==> src/rtl/count_sequencer_if.sv <==
// Host-side control/status bundle for count_sequencer.
// The host drives the request signals; the sequencer drives counter status.
interface count_sequencer_if #(
  parameter int WIDTH  = 2,
  parameter int WRAP_W = 8
) ();

  logic              start;
  logic [WRAP_W-1:0] num_wraps;
  logic              pause;
  logic              stop;
  logic [WIDTH-1:0]  q;
  logic [WRAP_W-1:0] wrap_cnt;
  logic              busy;
  logic              done;

  modport master (
    output start, num_wraps, pause, stop,
    input  q, wrap_cnt, busy, done
  );

  modport slave (
    input  start, num_wraps, pause, stop,
    output q, wrap_cnt, busy, done
  );

endinterface

==> src/rtl/count_sequencer.sv <==
// Sequences an internal WIDTH-bit up-counter through a programmed number of
// full wrap-arounds with start/busy/done handshake, pause, abort and continuous mode.
module count_sequencer #(
  parameter int WIDTH  = 2,
  parameter int WRAP_W = 8
) (
  input  logic                clk,
  input  logic                reset,
  count_sequencer_if.slave    bus
);

  typedef enum logic [1:0] {
    IDLE  = 2'b00,
    RUN   = 2'b01,
    PAUSE = 2'b10,
    DONE  = 2'b11
  } state_t;

  state_t            state;
  logic [WIDTH-1:0]  q_r;
  logic [WRAP_W-1:0] wrap_r;
  logic [WRAP_W-1:0] target_r;
  logic              busy_r;
  logic              done_r;

  logic              q_max;
  logic [WRAP_W-1:0] wrap_inc;
  logic              hit_target;

  assign q_max      = &q_r;
  assign wrap_inc   = wrap_r + WRAP_W'(1);
  // target of zero selects continuous mode: the run never completes
  assign hit_target = (target_r != '0) && (wrap_inc == target_r);

  always_ff @(posedge clk) begin
    if (reset) begin
      state    <= IDLE;
      q_r      <= '0;
      wrap_r   <= '0;
      target_r <= '0;
      busy_r   <= 1'b0;
      done_r   <= 1'b0;
    end else begin
      case (state)
        IDLE: begin
          q_r    <= '0;
          done_r <= 1'b0;
          if (!bus.stop && bus.start) begin
            target_r <= bus.num_wraps;
            wrap_r   <= '0;
            busy_r   <= 1'b1;
            state    <= RUN;
          end
        end

        RUN: begin
          if (bus.stop) begin
            q_r    <= '0;
            busy_r <= 1'b0;
            state  <= IDLE;
          end else if (bus.pause) begin
            state <= PAUSE;
          end else begin
            q_r <= q_r + WIDTH'(1);
            if (q_max) begin
              wrap_r <= wrap_inc;
              if (hit_target) begin
                q_r    <= '0;
                busy_r <= 1'b0;
                done_r <= 1'b1;
                state  <= DONE;
              end
            end
          end
        end

        PAUSE: begin
          if (bus.stop) begin
            q_r    <= '0;
            busy_r <= 1'b0;
            state  <= IDLE;
          end else if (!bus.pause) begin
            // resume edge only re-enters RUN; counting continues on the next edge
            state <= RUN;
          end
        end

        DONE: begin
          q_r    <= '0;
          done_r <= 1'b0;
          busy_r <= 1'b0;
          state  <= IDLE;
        end

        default: begin
          q_r    <= '0;
          busy_r <= 1'b0;
          done_r <= 1'b0;
          state  <= IDLE;
        end
      endcase
    end
  end

  assign bus.q        = q_r;
  assign bus.wrap_cnt = wrap_r;
  assign bus.busy     = busy_r;
  assign bus.done     = done_r;

endmodule

==> src/flat_wrapper.sv <==
// flat-port wrapper written by rule: the top's interface ports become plain ports
module count_sequencer_flat 
#(
  parameter int WIDTH  = 2,
  parameter int WRAP_W = 8
)
  (clk, reset, bus_start, bus_num_wraps, bus_pause, bus_stop, bus_q, bus_wrap_cnt, bus_busy, bus_done);
  count_sequencer_if #(.WIDTH(WIDTH), .WRAP_W(WRAP_W)) bus_i ();
  input  logic clk;
  input  logic reset;
  input wire logic [$bits(bus_i.start)-1:0] bus_start;
  input wire logic [$bits(bus_i.num_wraps)-1:0] bus_num_wraps;
  input wire logic [$bits(bus_i.pause)-1:0] bus_pause;
  input wire logic [$bits(bus_i.stop)-1:0] bus_stop;
  output wire logic [$bits(bus_i.q)-1:0] bus_q;
  output wire logic [$bits(bus_i.wrap_cnt)-1:0] bus_wrap_cnt;
  output wire logic [$bits(bus_i.busy)-1:0] bus_busy;
  output wire logic [$bits(bus_i.done)-1:0] bus_done;
  assign bus_i.start = bus_start;
  assign bus_i.num_wraps = bus_num_wraps;
  assign bus_i.pause = bus_pause;
  assign bus_i.stop = bus_stop;
  assign bus_q = bus_i.q;
  assign bus_wrap_cnt = bus_i.wrap_cnt;
  assign bus_busy = bus_i.busy;
  assign bus_done = bus_i.done;
  count_sequencer #(.WIDTH(WIDTH), .WRAP_W(WRAP_W)) u_core (.clk(clk), .reset(reset), .bus(bus_i));
endmodule
==> config.mk <==
export PLATFORM = sky130hd
export DESIGN_NAME = count_sequencer_flat
export DESIGN_NICKNAME = d
export VERILOG_FILES = /design/src/rtl/count_sequencer_if.sv /design/src/rtl/count_sequencer.sv /design/src/flat_wrapper.sv
export SDC_FILE = /design/constraint.sdc
export NUM_CORES = 1
export LEC_CHECK = 0
export ABC_AREA = 1
export ABC_CLOCK_PERIOD_IN_PS = 2500
export BUFFER_PORTS_ARGS = -buffer_cell sky130_fd_sc_hd__buf_4
export CORE_ASPECT_RATIO = 0.75
export CORE_UTILIZATION = 59
export CTS_CLUSTER_DIAMETER = 80
export DETAILED_ROUTE_END_ITERATION = 10
export PLACE_DENSITY = 0.84
export SETUP_SLACK_MARGIN = 0.02
export SLEW_MARGIN = 0
export SYNTH_ARGS = -nofsm -noshare
export SYNTH_HDL_FRONTEND = slang
export SYNTH_SLANG_ARGS = --single-unit
==> constraint.sdc <==
create_clock -name clk -period 2.5 [get_ports clk]
set_input_delay 0.125 -clock clk [delete_from_list [all_inputs] [get_ports clk]]
set_output_delay 0.125 -clock clk [all_outputs]
set_load 0.05 [all_outputs]
# Word-level counts from Yosys, hierarchy flattened
# Index checks and enable logic that the tools add are counted.
# classes
n_mux,31
reduce_logical,15
multipliers,0
shifts,0
n_bitwise,0
magnitude_cmp,0
div,0
n_eq_ne,16
addsub,2
# op_table
op,count
$mux W8,4
$mux W2,12
$pmux W8 S2,1
$reduce_and A5 Y1,3
$mux W1,10
$add A8 B1 Y8 const B,1
$eq A8 B8 Y1,1
$ne A4 B3 Y1 const B,2
$pmux W2 S4,1
$reduce_bool A8 Y1,1
$ne A2 B1 Y1 const B,3
$ne A2 B2 Y1 const B,3
$ne A3 B2 Y1 const B,2
$ne A3 B3 Y1 const B,2
$pmux W2 S3,1
$reduce_and A2 Y1,3
$eq A2 B2 Y1 const B,2
$pmux W1 S4,1
$reduce_and A4 Y1,1
$reduce_bool A2 Y1,2
$add A2 B1 Y2 const B,1
$eq A2 B1 Y1 const B,1
$logic_and A1 B1 Y1,2
$logic_not A2 Y1,1
other kinds (3),3
# word_totals
mem_bits_ro,0
regBits,22
out_inout_bits,12
mem_count,0
latchBits,0
elab_cells,70
input_bits,13
ramBits,0

# Depth between registers and ports, before layout
# Gate-level depths: netlist (run 1).
# logic_depth
ltp_word,8
ltp_mapped,15
ltp_nobuf,15

# Worst setup path before layout (run 1)
# Ideal clock, no wire load.
# synth_timing
path_kind,reg-to-reg
start,"register u_core.wrap_r[0], in the netlist u_core.bus.wrap_cnt[0]"
end,register u_core.state[0]
stages_incl_launch_ff,15
required_ps,2381
n_path_buf,0
t_arrival_ps,1949
setup_ps,119
synth_period_minus_slack_ps,2068
setup_slack_ps,432
path_cell_list,dfxtp_1 -> ha_1 -> nand2_2 -> nor2_4 -> nand2_1 -> nand2_1 -> nand3_1 -> nand2_1 -> nor2_4 -> nand3_2 -> nand3_1 -> nand2_1 -> nand2_1 -> nand2_1 -> nor2_2
# synth_between
elab_chain_cells,5
# synth_rtl
item,line_no,text
from (decl),count_sequencer.sv:21,logic [WRAP_W-1:0] wrap_r;
from (signal assigned),count_sequencer.sv:66,wrap_r <= wrap_inc;
$add A8 B1 Y8,count_sequencer.sv:31,assign wrap_inc = wrap_r + WRAP_W'(1);
$eq A8 B8 Y1,count_sequencer.sv:33,assign hit_target = (target_r != '0) && (wrap_inc == target_r);
$logic_and A1 B1 Y1,count_sequencer.sv:33,
$ne A4 B3 Y1 (no source line),n/a,
$reduce_and A4 Y1 (no source line),n/a,
to (signal assigned),count_sequencer.sv:37,state <= IDLE;
to (signal assigned),count_sequencer.sv:52,state <= RUN;
to (signal assigned),count_sequencer.sv:60,state <= IDLE;
to (decl),count_sequencer.sv:19,state_t state;
# No other way between the ends.
# A chain may end at the register's enable or synchronous reset.

# Final worst setup path (run 1)
# layout_timing
start,"register u_core.wrap_r[0], in the netlist u_core.bus.wrap_cnt[0]"
end,"register u_core.busy_r, in the netlist u_core.bus.busy"
# layout_between
elab_chain_cells,5
# layout_rtl
item,line_no,text
$add A8 B1 Y8,count_sequencer.sv:31,
$eq A8 B8 Y1,count_sequencer.sv:33,
$logic_and A1 B1 Y1,count_sequencer.sv:33,
$ne A3 B2 Y1 (no source line),n/a,
$reduce_and A5 Y1 (no source line),n/a,
to (signal assigned),count_sequencer.sv:41,busy_r <= 1'b0;
to (signal assigned),count_sequencer.sv:51,busy_r <= 1'b1;
to (signal assigned),count_sequencer.sv:59,busy_r <= 1'b0;
to (decl),count_sequencer.sv:23,logic busy_r;
# No other way between the ends.

==> impl_metrics.json, run 1 <==
{
  "status": "finished with violations",
  "violations": "design-rule violations",
  "avgSynthCellArea_sq_um": 6.545,
  "endpoint_kind": "flip-flop",
  "tightestPinTransition_ns": 0.5402,
  "synth_xor_area_share_pct": 0.6312,
  "ys.warnings.count": 0,
  "ant_nets": 0,
  "synth_top_family_by_area": "simple AND/OR/NAND/NOR gates",
  "reg2reg_slack_ns": 0.53,
  "root_buffer": "clkbuf_4",
  "regToRegEndpoint": "u_core.bus.busy",
  "h-tree-depth": 1,
  "cp.arrival_ns": 2.18,
  "grt_pass1_vias": 1289,
  "startpoint": "u_core.bus.wrap_cnt[0]",
  "grt_pass1_wl_mm": 5.871,
  "drc": 1,
  "grt_antenna_before_repair": 0,
  "rows": 14,
  "critPathKind": "flip-flop to flip-flop",
  "cts_sinks": 22,
  "routed_wl_mm": 3.505,
  "numCtsBuffers": 3,
  "place.gp.congestion": 0.9178,
  "diodes": 0,
  "placed_cells": 257,
  "path_clk_slew_ns": 0.12,
  "fillerInstances": 173,
  "synth-adder-area-share_pct": 4.509,
  "yosys.area.top_type": "dfxtp_1",
  "max-slew-margin-rel_pct": 63.89,
  "worstPathRequired_ns": 2.71,
  "clk_path_buf_depth": 2,
  "wl_per_cell_um": 13.48,
  "finalCritPeriodShare_pct": 78.73,
  "cts_tree": "done",
  "postSynthCellCount": 212,
  "syn_area_sq_um": 1388,
  "cts_hold_buf": 0,
  "place_area_sq_um": 1583,
  "power.density_nw_per_um2": 896.2,
  "vias": 1473,
  "regArea_sq_um": 440.4,
  "hold_ws_ns": 0.05501,
  "pin_count": 25,
  "io_buffers": 24,
  "timing.rr.start": "u_core.bus.wrap_cnt[0]",
  "fin_cells": 260,
  "final-max-slew-violation-count": 0,
  "synth_top_area_share_pct": 31.74,
  "dieWidth_um": 58.00,
  "stdcell_area_sq_um": 1605,
  "die-area_sq_um": 2552,
  "period_minus_slack_ns": 1.968,
  "hold_path.class": "input port to flip-flop",
  "hold_viol": 0,
  "synthesis.nets": 230,
  "min_to": "u_core.bus.wrap_cnt[4]",
  "cp-start-kind": "flip-flop",
  "ys_seq_elements": 22,
  "firstDrtPassIters": 8,
  "synth_mux_area_share_pct": 0,
  "via_per_inst": 5.665,
  "synth_cell_types": 24,
  "hold-path-cell-count": 2,
  "layout-drive-gt1-share_pct": 20.34,
  "tns_ns": 0,
  "drt-initial-drc-count": 138,
  "skew_ns": 0.008184,
  "initial_core_util_pct": 66.01,
  "worstRegToRegCells": 12,
  "grt_start_max_net_pins": 17,
  "hp-start": "reset",
  "cts_setup_buffers": 0,
  "seq_area_frac_synth_pct": 31.74,
  "track_usage_pct": 30.77,
  "grt_setup_unrepaired": "no",
  "die_h_um": 44,
  "area_growth_pct": 15.69,
  "cts_resized": 0,
  "clock_latency_ns": 0.31,
  "synthSimpleGateAreaFrac_pct": 39.77,
  "dp.final_hpwl_mm": 2.834,
  "synth_compound_area_share_pct": 13.53,
  "power_leakage_nw": 0.7110,
  "report.final.setup_viol": 0,
  "max_cap_viol_count": 0,
  "yosys-top-cells-area": "dfxtp_1 (32%), nand2_1 (14%), inv_1 (8.1%)",
  "max_freq_ghz": 0.5081,
  "core-area_sq_um": 2102,
  "crit_fanout": 9,
  "multi_input_area_sq_um": 810.8,
  "nNetsFinal": 256,
  "vdd_drop_max_mv": 0.5127,
  "overflow": 0
}
flip-flops by register name, indices dropped and copies added (netlist names):
register and flops:
u_core.target_r 8, u_core.bus.busy 1, u_core.bus.done 1, u_core.state 2
u_core.bus.wrap_cnt 8, u_core.bus.q 2
Yosys cell counts:
cell type,instances
nand2_1,53
xnor2_1,1
nand3_1,16
a211oi_1,3
nand2_2,4
nor2_2,6
nand4_1,3
a21oi_1,20
nor3_2,1
nand3b_1,1
clkbuf_4,1
nand3_2,7
nor2_4,2
inv_1,30
dfxtp_1,22
ha_1,5
nor3_1,2
a32oi_1,1
nor2_1,19
clkinv_1,1
clkinv_2,1
o21ai_0,10
a31oi_1,1
clkbuf_1,2
layout make-up:
type                            count  share of cell area [%]
Multi-Input combinational cell    155                   50.51
Timing Repair Buffer               24                   11.22
Sequential cell                    22                   27.44
Inverter                           32                   7.560
Tap cell                           24                   1.871
Clock buffer                        3                   1.403
worst max-delay path, stage by stage, from the launching register on:
cell     delay [ns]
dfxtp_1        0.51
ha_1           0.28
nand2_2        0.13
nor2_4         0.12
nand2_1        0.10
nand2_1        0.09
nand3_1        0.07
nand2_1        0.10
nor2_4         0.05
nand4_1        0.10
nand2_1        0.09
a21oi_1        0.15
nor2_1         0.06
layout by cell type, fill, tap and decap left out, drive strengths merged, types with 5 or more instances in the layout:
| master | synthesis | final |
|---|---|---|
| nor2 | 27 | 27 |
| a21oi | 20 | 20 |
| o21ai | 10 | 10 |
| buf | 0 | 24 |
| ha | 5 | 5 |
| dfxtp | 22 | 22 |
| nand2 | 57 | 57 |
| inv | 30 | 30 |
| nand3 | 23 | 23 |
power by group:
| part | switching (mW) | total (mW) | internal (mW) |
|---|---|---|---|
| logic | 0.524 | 0.778 | 0.254 |
| clock network | 0.104 | 0.161 | 0.0563 |
| registers | 0.0768 | 0.500 | 0.424 |
| total | 0.705 | 1.44 | 0.734 |
layer usage:
layer / routed length [um] / share of wire, % / track usage [%]
met1: 1594 / 45 / 42.78
met2: 1606 / 46 / 51.26
met3: 274 / 7.8 / 6.269
met4: 29 / 0.83 / 3.333
met5: 0 / 0 / 0
stage by stage:
stage / util (%) / setup WS [ns] / total power [mW]
final: 76.37 / 0.5317 / 1.439
after global routing: 76.37 / 0.3517 / 1.549
after CTS: 76.37 / 0.5453 / 1.434
after detailed placement: 75.30 / 0.5654 / 1.276
after global placement: 75.30 / 0.6491 / 1.242
after floorplan: - / 0.4318 / 1.075
how the worst max path moves through the flow:
stage / to / slack, ns / cells past startpoint
after CTS: u_core.bus.busy / 0.55 / 12
after floorplan: u_core.state[0] / 0.43 / 14
after global routing: u_core.state[1] / 0.35 / 15
final: u_core.bus.busy / 0.53 / 12
after detailed placement: u_core.state[0] / 0.57 / 14
after global placement: u_core.state[0] / 0.65 / 14
cells by family (layout without fill, tap and decap cells):
group	count (synthesis)	count (layout)
buffers and inverters	35	59
XOR/XNOR	1	1
flip-flops	22	22
adder cells (fa/ha/maj)	5	5
AO/OA/AOI/OAI	35	35
AND/OR/NAND/NOR	114	114
Power figures use the tool's default switching activity.
==> run 2, diff against run 1 <==
- ABC_CLOCK_PERIOD_IN_PS: 2500 -> 1900
- CORE_UTILIZATION: 59 -> 55
- PLACE_DENSITY: 0.84 -> 0.79
- clock period: 2.5 -> 1.9 ns (I/O delays scaled with it)
==> impl_metrics.json, run 2 (synthesis gave the netlist of run 1 again) <==
{
  "power.total_mw": 2.047,
  "hold_ws_ns": 0.03920,
  "max_cap_viol_count": 0,
  "tightestPinTransition_ns": 0.4911,
  "die_h_um": 45.50,
  "initial_core_util_pct": 59.15,
  "drt-initial-drc-count": 112,
  "cp.arrival_ns": 1.99,
  "clock_latency_ns": 0.31,
  "hold_viol": 0,
  "dp.final_hpwl_mm": 2.687,
  "core-area_sq_um": 2346,
  "dp_slack_ns": 0.1323,
  "worstRegToRegCells": 8,
  "stdcell_area_sq_um": 1688,
  "report.final.setup_viol": 0,
  "grt_antenna_before_repair": 0,
  "period_minus_slack_ns": 1.786,
  "place.gp.congestion": 0.8721,
  "nNetsFinal": 262,
  "final-max-slew-violation-count": 0,
  "critPathKind": "flip-flop to flip-flop",
  "h-tree-depth": 1,
  "max-slew-margin-rel_pct": 67.17,
  "endpoint_kind": "flip-flop",
  "grt_pass1_vias": 1165,
  "wl_per_cell_um": 12.36,
  "skew_ns": 0.003169,
  "cts_tree": "done",
  "io_buffers": 24,
  "grt_start_max_net_pins": 17,
  "cts_hold_buf": 0,
  "hold-path-cell-count": 2,
  "routed_wl_mm": 3.423,
  "via_per_inst": 5.202,
  "firstDrtPassIters": 4,
  "path_clk_slew_ns": 0.12,
  "final_common_cell": "nand2_1",
  "ant_nets": 0,
  "power_leakage_nw": 0.7475,
  "hold_path.class": "input port to flip-flop",
  "place_area_sq_um": 1635,
  "status": "finished, final reports clean",
  "track_usage_pct": 26.67,
  "pin_count": 25,
  "power.density_nw_per_um2": 1213,
  "drc": 0,
  "clk_path_buf_depth": 2,
  "finalCritPeriodShare_pct": 94.02,
  "overflow": 0,
  "grt_setup_unrepaired": "yes",
  "cp-start-kind": "flip-flop",
  "crit_fanout": 10,
  "mostFrequentLayoutCells": "nand2_1 (52), buf_4 (30), inv_1 (29), a21oi_1 (20)",
  "die-area_sq_um": 2730,
  "vias": 1441,
  "diodes": 0,
  "layout-drive-gt1-share_pct": 25.10,
  "grt_pass1_wl_mm": 5.326,
  "worstPathRequired_ns": 2.10,
  "fin_ws_ns": 0.1137,
  "root_buffer": "clkbuf_4",
  "max_freq_ghz": 0.5598,
  "cts_sinks": 22,
  "tns_ns": 0,
  "rows": 15,
  "dieWidth_um": 60,
  "numCtsBuffers": 3,
  "vdd_drop_max_mv": 0.7201,
  "area_growth_pct": 21.64
}
## run 2: cell types whose count changed in the layout (fill, tap and decap cells not counted), sizes merged
| cell | before | now |
|---|---|---|
| buf | 24 | 30 |
| clkbuf | 3 | 4 |
## run 2: path summary, 6_finish.rpt
| check | start | endpoint | slack, ns |
|---|---|---|---|
| setup reg to reg | u_core.state[0] | u_core.bus.wrap_cnt[2] | 0.11 |
| setup / recovery | u_core.state[0] | u_core.bus.wrap_cnt[2] | 0.11 |
| hold reg to reg | u_core.target_r[1] | u_core.target_r[1] | 0.49 |
| hold / removal | reset | u_core.bus.wrap_cnt[3] | 0.04 |
## run 2: through the flow
step / cells / util (%)
2_1_floorplan: 212 / -
3_3_place_gp: 272 / 69.71
3_5_place_dp: 272 / 69.71
4_1_cts: 276 / 71.25
5_1_grt: 277 / 71.95
6_report: 277 / 71.95
## run 2: what timing repair did
action	4_1_cts	5_1_grt
resized for setup	0	5
setup buffers	0	1
setup endpoints to repair	0	6
## run 2: critical path, stage by stage, from the launching register on
cell and delay, ns:
dfxtp_1 0.37, inv_1 0.08, ha_1 0.26, inv_1 0.11, a21oi_1 0.07, a21oi_1 0.26
nand2_2 0.22, a31oi_1 0.23, a211oi_1 0.08
## run 2: cell type report
class	instances	area (sq um)
well taps	34	42.54
inverters	32	121.4
repair buffers	30	225.2
fillers	217	658.1
flip-flops and latches	22	446.7
multi-input cells	155	815.8
clock buffers	4	36.28
## run 2: where the power goes
part	leakage, nW	total (mW)	switching (mW)	internal (mW)
Combinational	0.545	1.12	0.721	0.396
Sequential	0.181	0.666	0.0998	0.566
Clock	0.0210	0.263	0.146	0.117
## run 2: routing by layer
metal / vias to the layer above / wire [um] / global-route usage [%]
li1: 751 / - / -
met1: 644 / 1789 / 42.71
met2: 44 / 1394 / 35.56
met3: 2 / 224 / 5.114
met4: 0 / 14 / 6.512
met5: - / 0 / 0
